--- config.mk ---
export PLATFORM = sky130hd
export DESIGN_NAME = mem_wb_stage
export DESIGN_NICKNAME = d
export VERILOG_FILES = /design/src/rtl/core_pkg.sv /design/src/rtl/dmem_req_ctrl.sv /design/src/rtl/mem_wb_stage.sv
export SDC_FILE = /design/constraint.sdc
export NUM_CORES = 1
export LEC_CHECK = 0
export ABC_CLOCK_PERIOD_IN_PS = 2200
export CORE_UTILIZATION = 30
export DETAILED_ROUTE_END_ITERATION = 8
export MAX_ROUTING_LAYER = met4
export PLACE_DENSITY = 0.66
export SYNTH_ARGS = -nofsm -noshare
export SYNTH_HDL_FRONTEND = slang
export SYNTH_SLANG_ARGS = --single-unit
--- constraint.sdc ---
create_clock -name clk -period 2.2 [get_ports clk]
set_clock_uncertainty 0.2 [all_clocks]
set_input_delay 0.22 -clock clk [delete_from_list [all_inputs] [get_ports clk]]
set_output_delay 0.22 -clock clk [all_outputs]
set_load 0.02 [all_outputs]
--- src/rtl/core_pkg.sv ---
// Shared constants, FSM state encoding and data-memory request payload for the mini core.
package core_pkg;

  localparam int unsigned DATA_W          = 8;
  localparam int unsigned MADDR_W         = 8;
  localparam int unsigned RADDR_W         = 6;
  localparam int unsigned ACK_TIMEOUT_DEF = 15;

  typedef enum logic [1:0] {
    IDLE = 2'd0,
    REQ  = 2'd1,
    WAIT = 2'd2,
    WB   = 2'd3
  } mem_state_t;

  // Payload presented on the data-memory port for the duration of one access.
  typedef struct packed {
    logic               we;
    logic [MADDR_W-1:0] addr;
    logic [DATA_W-1:0]  wdata;
  } mem_req_t;

  // The memory address is the low MADDR_W bits of the ALU result.
  function automatic logic [MADDR_W-1:0] to_maddr(input logic [DATA_W-1:0] alu);
    return alu[MADDR_W-1:0];
  endfunction

endpackage

--- src/rtl/dmem_req_ctrl.sv ---
// Data-memory request/ack handshake with ack timeout.
// Ports:
//   clk, rst        clock, synchronous active-high reset
//   start_i         launch an access with req_i (stage FSM leaving IDLE)
//   active_i        stage FSM is in REQ or WAIT (ack is only honoured here)
//   in_wait_i       stage FSM is in WAIT (timeout counter runs here)
//   req_i           request payload latched on start_i
//   dmem_ack_i      memory completion pulse
//   dmem_rdata_i    load data, valid with dmem_ack_i
//   dmem_req_o      request valid (registered)
//   dmem_we_o       write request (registered)
//   dmem_addr_o     memory address (registered)
//   dmem_wdata_o    store data (registered)
//   done_c          access completed this cycle
//   err_c           ack timeout reached this cycle
//   rdata_c         load data forwarded to the stage
module dmem_req_ctrl
  import core_pkg::*;
#(
  parameter int unsigned ACK_TIMEOUT = ACK_TIMEOUT_DEF
) (
  input  logic               clk,
  input  logic               rst,
  input  logic               start_i,
  input  logic               active_i,
  input  logic               in_wait_i,
  input  mem_req_t           req_i,
  input  logic               dmem_ack_i,
  input  logic [DATA_W-1:0]  dmem_rdata_i,
  output logic               dmem_req_o,
  output logic               dmem_we_o,
  output logic [MADDR_W-1:0] dmem_addr_o,
  output logic [DATA_W-1:0]  dmem_wdata_o,
  output logic               done_c,
  output logic               err_c,
  output logic [DATA_W-1:0]  rdata_c
);

  localparam int unsigned CNT_W = $clog2(ACK_TIMEOUT + 1);

  mem_req_t         req_q, req_d;
  logic             vld_q, vld_d;
  logic [CNT_W-1:0] cnt_q, cnt_d;
  logic [CNT_W-1:0] cnt_inc;

  // Handshake completion, timeout detection and request payload update.
  always_comb begin
    cnt_inc = cnt_q + CNT_W'(1);
    done_c  = active_i && dmem_ack_i;
    // An ack arriving on the final WAIT cycle still completes the access.
    err_c   = in_wait_i && !dmem_ack_i && (cnt_inc == CNT_W'(ACK_TIMEOUT));
    rdata_c = dmem_rdata_i;

    req_d = req_q;
    vld_d = vld_q;
    cnt_d = '0;

    if (start_i) begin
      req_d = req_i;
      vld_d = 1'b1;
    end else if (done_c || err_c) begin
      vld_d    = 1'b0;
      req_d.we = 1'b0;
    end

    if (in_wait_i && !done_c && !err_c) begin
      cnt_d = cnt_inc;
    end
  end

  // Request registers; reset drops any outstanding access.
  always_ff @(posedge clk) begin
    if (rst) begin
      req_q <= '0;
      vld_q <= 1'b0;
      cnt_q <= '0;
    end else begin
      req_q <= req_d;
      vld_q <= vld_d;
      cnt_q <= cnt_d;
    end
  end

  assign dmem_req_o   = vld_q;
  assign dmem_we_o    = req_q.we;
  assign dmem_addr_o  = req_q.addr;
  assign dmem_wdata_o = req_q.wdata;

endmodule

--- src/rtl/mem_wb_stage.sv ---
// MEM/WB stage: performs data-memory loads/stores and drives the register-file write port.
// Ports:
//   clk, rst         clock, synchronous active-high reset
//   halted           halt flag from the EX/MEM register
//   data_rw          instruction is a memory op
//   data_mem_write   with data_rw: 1 = store, 0 = load
//   alu_output       ALU result / memory address
//   store_data       store operand
//   write_addr       destination register
//   dmem_*           data-memory request/ack port
//   rf_we/waddr/wdata register-file write port (registered, one-cycle pulse)
//   freeze_out       combinational stall to upstream while a memory access is pending
//   halted_out       sticky halt flag
//   mem_err          sticky ack-timeout flag
module mem_wb_stage
  import core_pkg::*;
#(
  parameter int unsigned ACK_TIMEOUT = ACK_TIMEOUT_DEF
) (
  input  logic               clk,
  input  logic               rst,
  input  logic               halted,
  input  logic               data_rw,
  input  logic               data_mem_write,
  input  logic [DATA_W-1:0]  alu_output,
  input  logic [DATA_W-1:0]  store_data,
  input  logic [RADDR_W-1:0] write_addr,
  output logic               dmem_req,
  output logic               dmem_we,
  output logic [MADDR_W-1:0] dmem_addr,
  output logic [DATA_W-1:0]  dmem_wdata,
  input  logic               dmem_ack,
  input  logic [DATA_W-1:0]  dmem_rdata,
  output logic               rf_we,
  output logic [RADDR_W-1:0] rf_waddr,
  output logic [DATA_W-1:0]  rf_wdata,
  output logic               freeze_out,
  output logic               halted_out,
  output logic               mem_err
);

  mem_state_t         state_q, state_d;
  logic               rf_we_q, rf_we_d;
  logic [RADDR_W-1:0] rf_waddr_q, rf_waddr_d;
  logic [DATA_W-1:0]  rf_wdata_q, rf_wdata_d;
  logic               halted_q, halted_d;
  logic               mem_err_q, mem_err_d;
  logic [RADDR_W-1:0] dest_q, dest_d;
  logic               is_load_q, is_load_d;

  logic               start_c;
  logic               done_c;
  logic               err_c;
  logic [DATA_W-1:0]  rdata_c;
  mem_req_t           new_req_c;

  assign new_req_c = '{we: data_mem_write, addr: to_maddr(alu_output), wdata: store_data};

  dmem_req_ctrl #(
    .ACK_TIMEOUT (ACK_TIMEOUT)
  ) u_dmem_req_ctrl (
    .clk          (clk),
    .rst          (rst),
    .start_i      (start_c),
    .active_i     ((state_q == REQ) || (state_q == WAIT)),
    .in_wait_i    (state_q == WAIT),
    .req_i        (new_req_c),
    .dmem_ack_i   (dmem_ack),
    .dmem_rdata_i (dmem_rdata),
    .dmem_req_o   (dmem_req),
    .dmem_we_o    (dmem_we),
    .dmem_addr_o  (dmem_addr),
    .dmem_wdata_o (dmem_wdata),
    .done_c       (done_c),
    .err_c        (err_c),
    .rdata_c      (rdata_c)
  );

  // Next-state and write-back logic.
  always_comb begin
    state_d    = state_q;
    rf_we_d    = 1'b0;
    rf_waddr_d = rf_waddr_q;
    rf_wdata_d = rf_wdata_q;
    halted_d   = halted_q;
    mem_err_d  = mem_err_q;
    dest_d     = dest_q;
    is_load_d  = is_load_q;
    start_c    = 1'b0;

    case (state_q)
      IDLE: begin
        // Once halted, the stage ignores everything until reset.
        if (!halted_q) begin
          if (halted) begin
            halted_d = 1'b1;
          end else if (data_rw) begin
            start_c   = 1'b1;
            dest_d    = write_addr;
            is_load_d = !data_mem_write;
            state_d   = REQ;
          end else begin
            rf_we_d    = 1'b1;
            rf_waddr_d = write_addr;
            rf_wdata_d = alu_output;
          end
        end
      end
      REQ, WAIT: begin
        // An ack seen already in REQ is handled exactly like an ack in WAIT.
        if (done_c) begin
          if (is_load_q) begin
            rf_we_d    = 1'b1;
            rf_waddr_d = dest_q;
            rf_wdata_d = rdata_c;
            state_d    = WB;
          end else begin
            state_d = IDLE;
          end
        end else if (err_c) begin
          mem_err_d = 1'b1;
          state_d   = IDLE;
        end else begin
          state_d = WAIT;
        end
      end
      WB: begin
        state_d = IDLE;
      end
      default: begin
        state_d = IDLE;
      end
    endcase
  end

  // Stage registers.
  always_ff @(posedge clk) begin
    if (rst) begin
      state_q    <= IDLE;
      rf_we_q    <= 1'b0;
      rf_waddr_q <= '0;
      rf_wdata_q <= '0;
      halted_q   <= 1'b0;
      mem_err_q  <= 1'b0;
      dest_q     <= '0;
      is_load_q  <= 1'b0;
    end else begin
      state_q    <= state_d;
      rf_we_q    <= rf_we_d;
      rf_waddr_q <= rf_waddr_d;
      rf_wdata_q <= rf_wdata_d;
      halted_q   <= halted_d;
      mem_err_q  <= mem_err_d;
      dest_q     <= dest_d;
      is_load_q  <= is_load_d;
    end
  end

  // Stall upstream from the cycle a memory op is accepted until write-back.
  assign freeze_out = start_c || (state_q == REQ) || (state_q == WAIT);

  assign rf_we      = rf_we_q;
  assign rf_waddr   = rf_waddr_q;
  assign rf_wdata   = rf_wdata_q;
  assign halted_out = halted_q;
  assign mem_err    = mem_err_q;

endmodule

==> reports/results.ini, run 1 <==
[status]
status=complete, no violations

[setup_path]
crit_path_start_kind=flop
cp_max_fo=3
max_stage_delay_ns=0.35
cp.required_ns=1.78
worstSetupPathType=reg -> out
endpoint_kind=primary output
cp.arrival_ns=1.68
crit_path_top_delay_cell=dfxtp_2
worstPathCellList=inv_1, ha_1, and3_1, or3_1, dlygate4sd2_1

[power_and_ir_drop]
p_leak_nw=1.055
vdd_drop_max_v=0.0006305
seq_power_share=0.386
total_power_mw=2.834
power_density_nw_per_um2=971.2
p_int_mw=1.857
power_frac_comb=0.425
pwr-share-clk=0.189
p_sw_uw=976.3
swShare=0.3445

[hold_path]
hold_class=in -> reg

[grt]
grt_pass1_wl_um=8142
overflow=0
grtUsageTotal=0.1497
antenna_found_initial=0
grt_pass1_vias=1684
grt_max_degree=26

[yosys]
yosys_register_bits=48
netlist.area_leader.share=0.4818
avgSynthCellArea_sq_um=9.066
synth_nets=262
synth_cell_type_count=30
synth_largest_area_cell=dfxtp_1
ys_warn_count=0
synth.cell_area_sq_um=1994
ys_seq_area_frac=0.4818
synthFlopType=dfxtp_1
async_flop_share=0
synth_commonest_cells=dfxtp_1, nand2_1, a21oi_1
synthTopCellsByArea=dfxtp_1, nand2_1, mux2i_1, a21oi_1, a211oi_1
synthesis.instances=220
synth_edf_count=0

[clock_tree]
clkSinkCount=48
h-tree-depth=2
cts_buffers=5
clk_pin_slew_worst_paths_ns=0.08
cts_tree=done
ctsRootBufferMaster=clkbuf_8
cts_buffer_depth=2
clock_latency_ns=0.29
hold_buffers=0

[place]
hpwl_um=3416
place_ws_ns=0.006821
gp_congestion=0.7093
placed_area_sq_um=2826
portBuffers=71

[floorplanning]
start_util=0.3123
die_h_um=83.54
coreArea_sq_um=6386
die_area_sq_um=6978
dieWidth_um=83.54
num_rows=29
io_pins=72

[sta]
finalSetupTns_ns=0
hold_violations=0
fin_ws_ns=0.1041
max_freq_mhz=477.1
slew_viol_final=0
relSlewSlack=0.7176
setup_viol=0
rsz0062_at_grt=no
post-route-period-util=0.9527
worst_pin_slew_ns=0.4236
min_period_ns=2.096

[run]
cap_violations=0

[layout]
nNetsFinal=338
post-route-cell-area_sq_um=2918
fin_util=0.4569
drive_gt1_frac=0.1044
area_growth_syn_to_layout_pct=46.30
diodes=0

[routing]
detail-route-antenna-nets=0
via_per_inst=4.671
drt_iter0_drc=38
drt_wl_total_um=4872
remaining_drc_errors=0
wl_per_cell_um=13.03
num_vias=1747
dr.pass1.iters=4

-- state kept, by name, summed over array words and instances (netlist names) --
name / count
rf_wdata: 8
u_dmem_req_ctrl.dmem_addr_o: 8
u_dmem_req_ctrl.dmem_wdata_o: 8
dest_q: 6
rf_waddr: 6
u_dmem_req_ctrl.cnt_q: 4
state_q: 2
halted_out: 1
is_load_q: 1
mem_err: 1
rf_we: 1
u_dmem_req_ctrl.dmem_req_o: 1
u_dmem_req_ctrl.dmem_we_o: 1
-- timing repair --
| action | 4_1_cts | 5_1_grt |
|---|---|---|
| hold endpoints to repair | 0 | 0 |
| setup endpoints to repair | 1 | 2 |
| pin swaps | 0 | 0 |
| cloned | 0 | 0 |
| buffers inserted | 0 | 0 |
| gates resized for setup | 1 | 2 |
-- stage by stage --
step	cells	hold WS [ns]
finish	374	0.1597
global route	374	0.1648
CTS	374	0.1528
detailed placement	366	0.2470
global placement	366	0.2408
floorplan	220	0.1156
-- cell type report --
class / instances / area, sq um
clock buffers: 8 / 90.09
fillers: 651 / 3468
inverters: 6 / 22.52
multi-input cells: 152 / 938.4
flip-flops and latches: 48 / 963.4
well taps: 77 / 96.34
repair buffers: 83 / 807.0
-- layout by cell type (no fill, tap or decap), types with 2 or more instances in the layout --
cell type        netlist  final
clkbuf_8               0      6
mux2i_1               14     14
a211oi_2               6      6
ha_1                   6      6
nand2_1               48     48
buf_4                  2     11
o21ai_0                2      2
a211oi_1              11     11
a21oi_1               25     25
nor3_1                 4      4
nand3_1                5      5
nor2_1                17     17
inv_1                  6      6
dfxtp_1               48     46
dfxtp_2                0      2
clkbuf_1               7      2
clkdlybuf4s50_1        0     69
-- worst paths after layout --
check                                        end        from  slack, ns  depth (start not counted)
setup / recovery                      freeze_out  state_q[0]       0.10                          5
hold reg to reg                        dest_q[4]   dest_q[4]       0.26                          2
hold / removal    u_dmem_req_ctrl.dmem_addr_o[0]         rst       0.16                          2
setup reg to reg                     rf_waddr[2]  state_q[0]       0.17                          7
-- logic make-up after synthesis --
family	Yosys count	share of synthesized area
mux	14	0.07026
buf+inv	20	0.04768
flops	48	0.4818
xor+xnor	2	0.008785
compound gates	49	0.1757
simple gates	81	0.1782
fa+ha+maj	6	0.03764
-- power groups by stage --
stage                     Combinational [mW]  Clock, mW  Sequential [mW]
final                                   1.21      0.535             1.09
after global routing                    1.30      0.596             1.11
after CTS                               1.22      0.562             1.09
after detailed placement                1.23          0             1.11
after global placement                  1.21          0             1.11
after floorplan                        0.582          0             1.26
-- routing by layer --
metal / vias up / routed length [um] / GRT usage
li1: 899 / - / -
met1: 800 / 2295 / 0.1847
met2: 46 / 2295 / 0.2452
met3: 2 / 245 / 0.03363
met4: 0 / 36 / 0.04622
met5: - / 0 / -
-- worst max-delay path, delay by kind of cell (launching register included) --
family | cells | cell delay (ns)
simple gates | 2 | 0.44
buf+inv | 2 | 0.39
fa+ha+maj | 1 | 0.20
flops | 1 | 0.35
(Power assumes the default switching activity.)
==> run 2: changes to the inputs <==
--- a/config.mk
+++ b/config.mk
@@ -10,6 +10,7 @@
 export DETAILED_ROUTE_END_ITERATION = 8
 export MAX_ROUTING_LAYER = met4
 export PLACE_DENSITY = 0.66
+export SKIP_LAST_GASP = 1
 export SYNTH_ARGS = -nofsm -noshare
 export SYNTH_HDL_FRONTEND = slang
 export SYNTH_SLANG_ARGS = --single-unit
==> results of run 2 <==
Same layout as run 1: the final DEF is identical, and so are final timing and power.
==> run 3: changes to the inputs <==
--- a/config.mk
+++ b/config.mk
@@ -5,11 +5,12 @@
 export SDC_FILE = /design/constraint.sdc
 export NUM_CORES = 1
 export LEC_CHECK = 0
-export ABC_CLOCK_PERIOD_IN_PS = 2200
+export ABC_CLOCK_PERIOD_IN_PS = 2650
 export CORE_UTILIZATION = 30
 export DETAILED_ROUTE_END_ITERATION = 8
 export MAX_ROUTING_LAYER = met4
 export PLACE_DENSITY = 0.66
+export RECOVER_POWER = 25
 export SKIP_LAST_GASP = 1
 export SYNTH_ARGS = -nofsm -noshare
 export SYNTH_HDL_FRONTEND = slang
==> constraint.sdc (replaced) <==
create_clock -name clk -period 2.65 [get_ports clk]
set_clock_uncertainty 0.2 [all_clocks]
set_input_delay 0.265 -clock clk [delete_from_list [all_inputs] [get_ports clk]]
set_output_delay 0.265 -clock clk [all_outputs]
set_load 0.02 [all_outputs]
==> run 3 against run 2 <==
Count of clock-buffer cells in the layout stayed put. Utilization fell by 1.1 points. First-iteration DRC count fell by 2.6%. Worst hold slack worse by 0.0027 ns. Sequential power decreased by 17%. Critical endpoint unchanged. Highest routed layer unchanged.
==> reports/results.ini, run 3 (same netlist as run 1, synthesis figures left out) <==
[sta]
min_period_ns=2.200
post-route-period-util=0.8303
worst_pin_slew_ns=0.3397
max_freq_mhz=454.5
finalSetupTns_ns=0
setup_viol=0
slew_viol_final=0
hold_violations=0
rsz0062_at_grt=no
relSlewSlack=0.7735

[setup_path]
cp-endpoint=freeze_out
endpoint_kind=primary output
r2r-start=state_q[1]
worstSetupPathType=reg -> out
reg2regPathDepth=7
reg2reg_slack_ns=0.47
crit_path_top_delay_cell=dfxtp_1
crit_path_start_kind=flop
worstPathCellList=inv_1, ha_1, and3_1, or3_1, dlymetal6s2s_1
cp.required_ns=2.18
cp.arrival_ns=1.74
critPathLaunch=state_q[0]
cp_max_fo=6
reg2reg_to=rf_waddr[1]
max_stage_delay_ns=0.37

[status]
status=complete, no violations

[layout]
drive_gt1_frac=0.07241
area_growth_syn_to_layout_pct=42.85
fin_util=0.4461
mostFrequentLayoutCell=clkdlybuf4s50_1
finalNonFillerCells=367
diodes=0
fill_cells=659
final_cell_mix=clkdlybuf4s50_1, nand2_1, dfxtp_1
nNetsFinal=331

[routing]
detail-route-antenna-nets=0
remaining_drc_errors=0
drt_iter0_drc=37
wl_per_cell_um=12.73
via_per_inst=4.755
num_vias=1745
dr.pass1.iters=4
drt_wl_total_um=4673

[floorplanning]
io_pins=72
die_area_sq_um=6978
dieWidth_um=83.54
start_util=0.3123
coreArea_sq_um=6386
num_rows=29
die_h_um=83.54

[clock_tree]
clk_pin_slew_worst_paths_ns=0.09
clock_latency_ns=0.29
h-tree-depth=2
cts_buffer_depth=2
clkSinkCount=48
cts_buffers=5
ctsRootBufferMaster=clkbuf_8
cts_tree=done

[grt]
grt_pass1_wl_um=7969
antenna_found_initial=0
grtUsageTotal=0.1465
overflow=0
grt_max_degree=29
grt_pass1_vias=1667

[power_and_ir_drop]
total_power_mw=2.273
power_density_nw_per_um2=797.8
p_leak_nw=1.082
vdd_drop_max_v=0.0003147

[place]
dp.cells=359
portBuffers=71
hpwl_um=3209
gp_congestion=0.7067

[hold_path]
hold_class=in -> reg

[run]
cap_violations=0

## run 3: cell count changes in the layout (fill, tap and decap cells not counted), sizes merged
| cell | before | now |
|---|---|---|
| dlymetal6s2s | 0 | 1 |
| buf | 13 | 6 |
| dlygate4sd2 | 1 | 0 |
| dlygate4sd3 | 0 | 19 |
| clkdlybuf4s50 | 69 | 50 |
## run 3: repair_timing
action / CTS / global route
endpoints found under the setup margin: 0 / 1
buffers inserted: 0 / 0
hold buffers: 0 / 0
resized for setup: 0 / 1
## run 3: worst min path at each step
stage | slack (ns) | to | from | depth (start not counted)
after floorplan | 0.16 | is_load_q | data_mem_write | 1
after global placement | 0.24 | dest_q[1] | dest_q[1] | 2
after detailed placement | 0.25 | u_dmem_req_ctrl.dmem_wdata_o[0] | u_dmem_req_ctrl.dmem_wdata_o[0] | 2
after CTS | 0.16 | u_dmem_req_ctrl.dmem_wdata_o[4] | rst | 2
after global routing | 0.16 | u_dmem_req_ctrl.dmem_addr_o[1] | rst | 2
final | 0.16 | u_dmem_req_ctrl.dmem_wdata_o[5] | rst | 2
## run 3: metrics by stage
stage	setup WS [ns]	hold WS, ns	cell area (sq um)
6_report	0.4498	0.1570	2849
4_1_cts	0.09835	0.1594	2851
5_1_grt	0.3081	0.1627	2849
3_3_place_gp	0.2681	0.2410	2761
2_1_floorplan	0.7762	0.1606	1994
3_5_place_dp	0.2447	0.2459	2761
## run 3: metal layers
metal / global-route usage / share of wire
met1: 0.1809 / 0.46
met2: 0.2355 / 0.48
met3: 0.03759 / 0.048
met4: 0.04622 / 0.012
met5: - / 0
## run 3: cell type report
cell class              instances  area, sq um  area share
clock buffers                   8        90.09     0.03162
repair buffers                 76        745.7      0.2617
inverters                       6        22.52    0.007905
multi-input cells             152        933.4      0.3276
flip-flops and latches         48        960.9      0.3373
well taps                      77        96.34     0.03382
## run 3: power by group
group | switching, mW | internal, mW | leakage, nW
clock network | 0.232 | 0.213 | 0.0455
logic | 0.502 | 0.423 | 0.645
registers | 0.0609 | 0.841 | 0.392
## run 3: critical path, delay by kind of cell, from the launching register on
kind / cells / cell delay (ns)
adder cells (fa/ha/maj): 1 / 0.29
buffers and inverters: 2 / 0.30
flip-flops: 1 / 0.37
AND/OR/NAND/NOR: 2 / 0.49
==> variant 1, RTL diff (config.mk and constraints of run 3) <==
Re-encode `mem_state_t` (4 states) as one-hot, 4 bits wide.
--- a/src/rtl/core_pkg.sv
+++ b/src/rtl/core_pkg.sv
@@ -7,9 +7,9 @@
   localparam int unsigned ACK_TIMEOUT_DEF = 15;
 
-  typedef enum logic [1:0] {
-    IDLE = 2'd0,
-    REQ  = 2'd1,
-    WAIT = 2'd2,
-    WB   = 2'd3
+  typedef enum logic [3:0] {
+    IDLE = 4'b0001,
+    REQ  = 4'b0010,
+    WAIT = 4'b0100,
+    WB   = 4'b1000
   } mem_state_t;
 
Check against the original RTL: same outputs for any inputs over 10 cycles, from zero or initial values and one cycle with rst high; not proved beyond that.
==> variant 1 against run 3 <==
  * Synthesized area is 6.3% higher
  * Cell area is 7.1% higher
  * Worst hold slack better by 2.5 ps
  * Wire length is 8.6% higher
  * Worst setup slack worse by 280 ps
  * Fmax is 11% lower
  * Sequential cell count is 2 higher
  * Global-route usage is 0.20 points higher
  * Die area is 6.2% higher
Power is not compared: it rests on default switching activity, and its combinational part moved more than twofold at a synthesized area within 25%.
==> variant 1: results (changes against run 3) <==
Outcome -> completed
CP endpoint -> freeze_out
Placed cell count -> 400 (+11%)
Reg-to-reg setup timing slack -> 460 ps
Peak VDD IR -> 0.250 mV
GR Util met2 -> 0.252 (+0.0163)
Fraction of layout cells with a size suffix above 1 -> 0.154 (+0.0814)
First-pass GRT wire length -> 8190 um (+2.8%)
Leakage Power -> 1.16 nW
Hold crit path type -> in -> reg
M1 wire length -> 2270 um (+5.1%)
Largest net degree at the start of global routing -> 26 (-10%)
Post-synthesis cell count -> 240 (+9.1%)
Area contributors post-synth -> dfxtp_1 (47%), nand2_1 (14%), a311oi_2 (9.9%), a21oi_1 (6.1%), nor2_2 (4.1%)
Seq/Total Area, Yosys -> 0.472 (-0.00983)
Hold EP -> halted_out
Worst R2R End -> u_dmem_req_ctrl.dmem_we_o
Worst hold margin -> 160 ps (+2.52 ps)
IO buf count -> 71 (unchanged)
Reg2Reg Depth -> 5 (-2)
Top sig layer -> met4
Final #Nets -> 349 (+5.4%)
H-tree depth -> 2 (unchanged)
Worst slew pin tran -> 552 ps (+212 ps)
Critical Path AT -> 2020 ps (+280 ps)
Met2 Wirelength -> 2530 um (+13%)
Post-synthesis cell type count -> 32 (+6.7%)
Power Density -> 631 mW/mm2
DR iter-0 viols -> 94 (+150%)
CP Max Fanout -> 7 (+1)
DR vias -> 1,863 (+6.8%)
Syn_nets -> 278 (+6.1%)
First drt pass iteration count -> 6 (+2)
DP Worst Slack -> 396 ps (+152 ps)
Slowest CP cell -> clkdlybuf4s50_1
Final HPWL DP -> 3630 um (+13%)
Number of global-route vias before repair -> 1,755 (+5.3%)
Final WL -> 5070 um (+8.6%)
Via/cell ratio -> 4.57 (-4.0%)
Routing usage on met1 -> 0.173 (-0.00759)
Grt met3 use -> 0.0385 (+0.000912)
Hold wc startpoint -> rst
Crit-path max cell delay -> 620 ps (+250 ps)
Start point of the critical path -> state_q[3]
GPL Wtd Cong -> 0.797 (+13%)
Clock root buffer -> clkbuf_8
Fmax -> 403 MHz (-11%)
Met3 WL -> 217 um (-2.3%)
GR Util All Layers -> 0.148 (+0.00198)
Placed cell area -> 0.00291 mm2 (+5.4%)
Resized cells post-CTS -> 0 (unchanged)
Synth cell count leaders -> nand2_1 (79), dfxtp_1 (50), a21oi_1 (26)
[variant 1: cell types whose count changed after synthesis, sizes merged, moves of 3 or more]
cell | before | now
a311oi | 0 | 14
a211oi | 17 | 2
nand2 | 48 | 79
nor3 | 5 | 0
and2 | 0 | 3
nand3 | 6 | 3
mux2i | 14 | 0
inv | 6 | 3
nor2 | 17 | 24
ha | 6 | 2
[variant 1: area by class of cell]
cell class	instances	area, um2
clock buffer	6	82.6
clock inverter	2	60.1
fill	675	3740
inverter	3	11.3
multi-input combinational	172	1010
sequential	50	1000
tap	96	120
timing repair buffer	79	763
[variant 1: kinds of logic (layout without fill, tap and decap cells)]
kind of cell	after synthesis	in the layout	synth area share
AND/OR/NAND/NOR	118	118	0.252
AO/OA/AOI/OAI	50	50	0.206
flip-flops	50	50	0.472
buffers and inverters	18	90	0.0501
adder cells (fa/ha/maj)	2	2	0.0118
XOR/XNOR	2	2	0.00826
==> variant 2, RTL diff (flow settings as in run 3) <==
Made on the original files. Change the package constant `DATA_W` from 8 to 12.
--- a/src/rtl/core_pkg.sv
+++ b/src/rtl/core_pkg.sv
@@ -2,5 +2,5 @@
 package core_pkg;
 
-  localparam int unsigned DATA_W          = 8;
+  localparam int unsigned DATA_W          = 12;
   localparam int unsigned MADDR_W         = 8;
   localparam int unsigned RADDR_W         = 6;
Ports: changed (5 resized); port bits go from 72 to 92. No check against the original RTL was run, so the function may have changed too.
==> variant 2 against run 3 <==
  * Critical path depth unchanged
  * Register-to-register slack got worse by 70 ps
  * Cell area increased by 22%
  * Power increased by 3.9%
  * Largest power group is now registers
  * Worst setup slack got worse by 300 ps
  * Synthesized area increased by 19%
  * Critical path type unchanged
  * Sequential cell count increased by 8
  * Wire length increased by 35%
==> variant 2: results (changes against run 3) <==
Worst slew pin tran -> 566 ps (+227 ps)
Start point of the critical path -> state_q[1]
Placed cell area -> 0.00339 mm2 (+23%)
Peak VDD IR -> 0.263 mV (-16%)
Number of global-route vias before repair -> 2,261 (+36%)
Crit-path max cell delay -> 540 ps (+170 ps)
Register area -> 0.00112 mm2 (+17%)
ClkCell Share -> 0.0259 (-0.00571)
Post-synthesis mux area share -> 0 (-0.0703)
Buffers, non-clock -> 100 (+32%)
Hold EP -> u_dmem_req_ctrl.dmem_wdata_o[3]
FF-to-FF Start -> state_q[0]
Minimum clock period -> 2500 ps (+305 ps)
GR Util All Layers -> 0.164 (+0.0177)
Multi-input gate area -> 0.00115 mm2 (+23%)
Worst hold margin -> 255 ps (+98.2 ps)
Largest net degree at the start of global routing -> 31 (+6.9%)
Seq/Total Area, Yosys -> 0.473 (-0.00898)
Signal buf overhead -> 0.280 (+0.0182)
Area contributors post-synth -> dfxtp_1 (47%), nand2_1 (9.2%), a21oi_1 (6.3%), a211oi_2 (5.3%), nand2b_1 (5.0%)
Final Core Density -> 0.452 (+0.00619)
Synth cell count leaders -> nand2_1 (58), dfxtp_1 (56), a21oi_1 (30)
IO buf count -> 91 (+28%)
M1 wire length -> 2990 um (+39%)
Final #Nets -> 419 (+27%)
Post-synthesis cell count -> 278 (+26%)
Syn_nets -> 332 (+27%)
Hold crit path type -> reg -> reg
Synth Area in Adders -> 0.0317 (-0.00598)
Placed cell count -> 460 (+28%)
Via/cell ratio -> 4.77 (+0.30%)
Reg-to-reg setup timing slack -> 400 ps (-70 ps)
Outcome -> completed
Fraction of layout cells with a size suffix above 1 -> 0.0792 (+0.00682)
Final HPWL DP -> 4340 um (+35%)
GPL Wtd Cong -> 0.747 (+5.7%)
Critical Path AT -> 2040 ps (+300 ps)
Met2 Wirelength -> 3010 um (+35%)
Post-synthesis cell type count -> 27 (-10%)
-- variant 2: changes by cell type in the layout (fill, tap and decap cells not counted), sizes merged, moves of 5 or more --
cell	change
dlygate4sd3	+5
clkdlybuf4s50	+16
nand2b	+18
nor2	+5
dfxtp	+8
mux2i	-14
o22ai	+17
nand2	+10
a21oi	+5
-- variant 2: cells by family (layout without fill, tap and decap cells) --
group | Yosys count | after routing
flops | 56 | 56
xor+xnor | 2 | 2
buf+inv | 24 | 112
fa+ha+maj | 6 | 6
simple gates | 115 | 115
compound gates | 75 | 75
-- variant 2: power by group --
group | internal, mW | total [mW] | switching (mW)
Clock | 0.214 | 0.475 | 0.261
Sequential | 0.941 | 0.994 | 0.0525
Combinational | 0.396 | 0.893 | 0.497
Total | 1.55 | 2.36 | 0.811
-- variant 2: layer usage --
metal  vias up  global-route usage
met5         -                   -
met4         0              0.0357
met3         5              0.0387
met2        54               0.271
met1      1040               0.204
li1       1133                   -
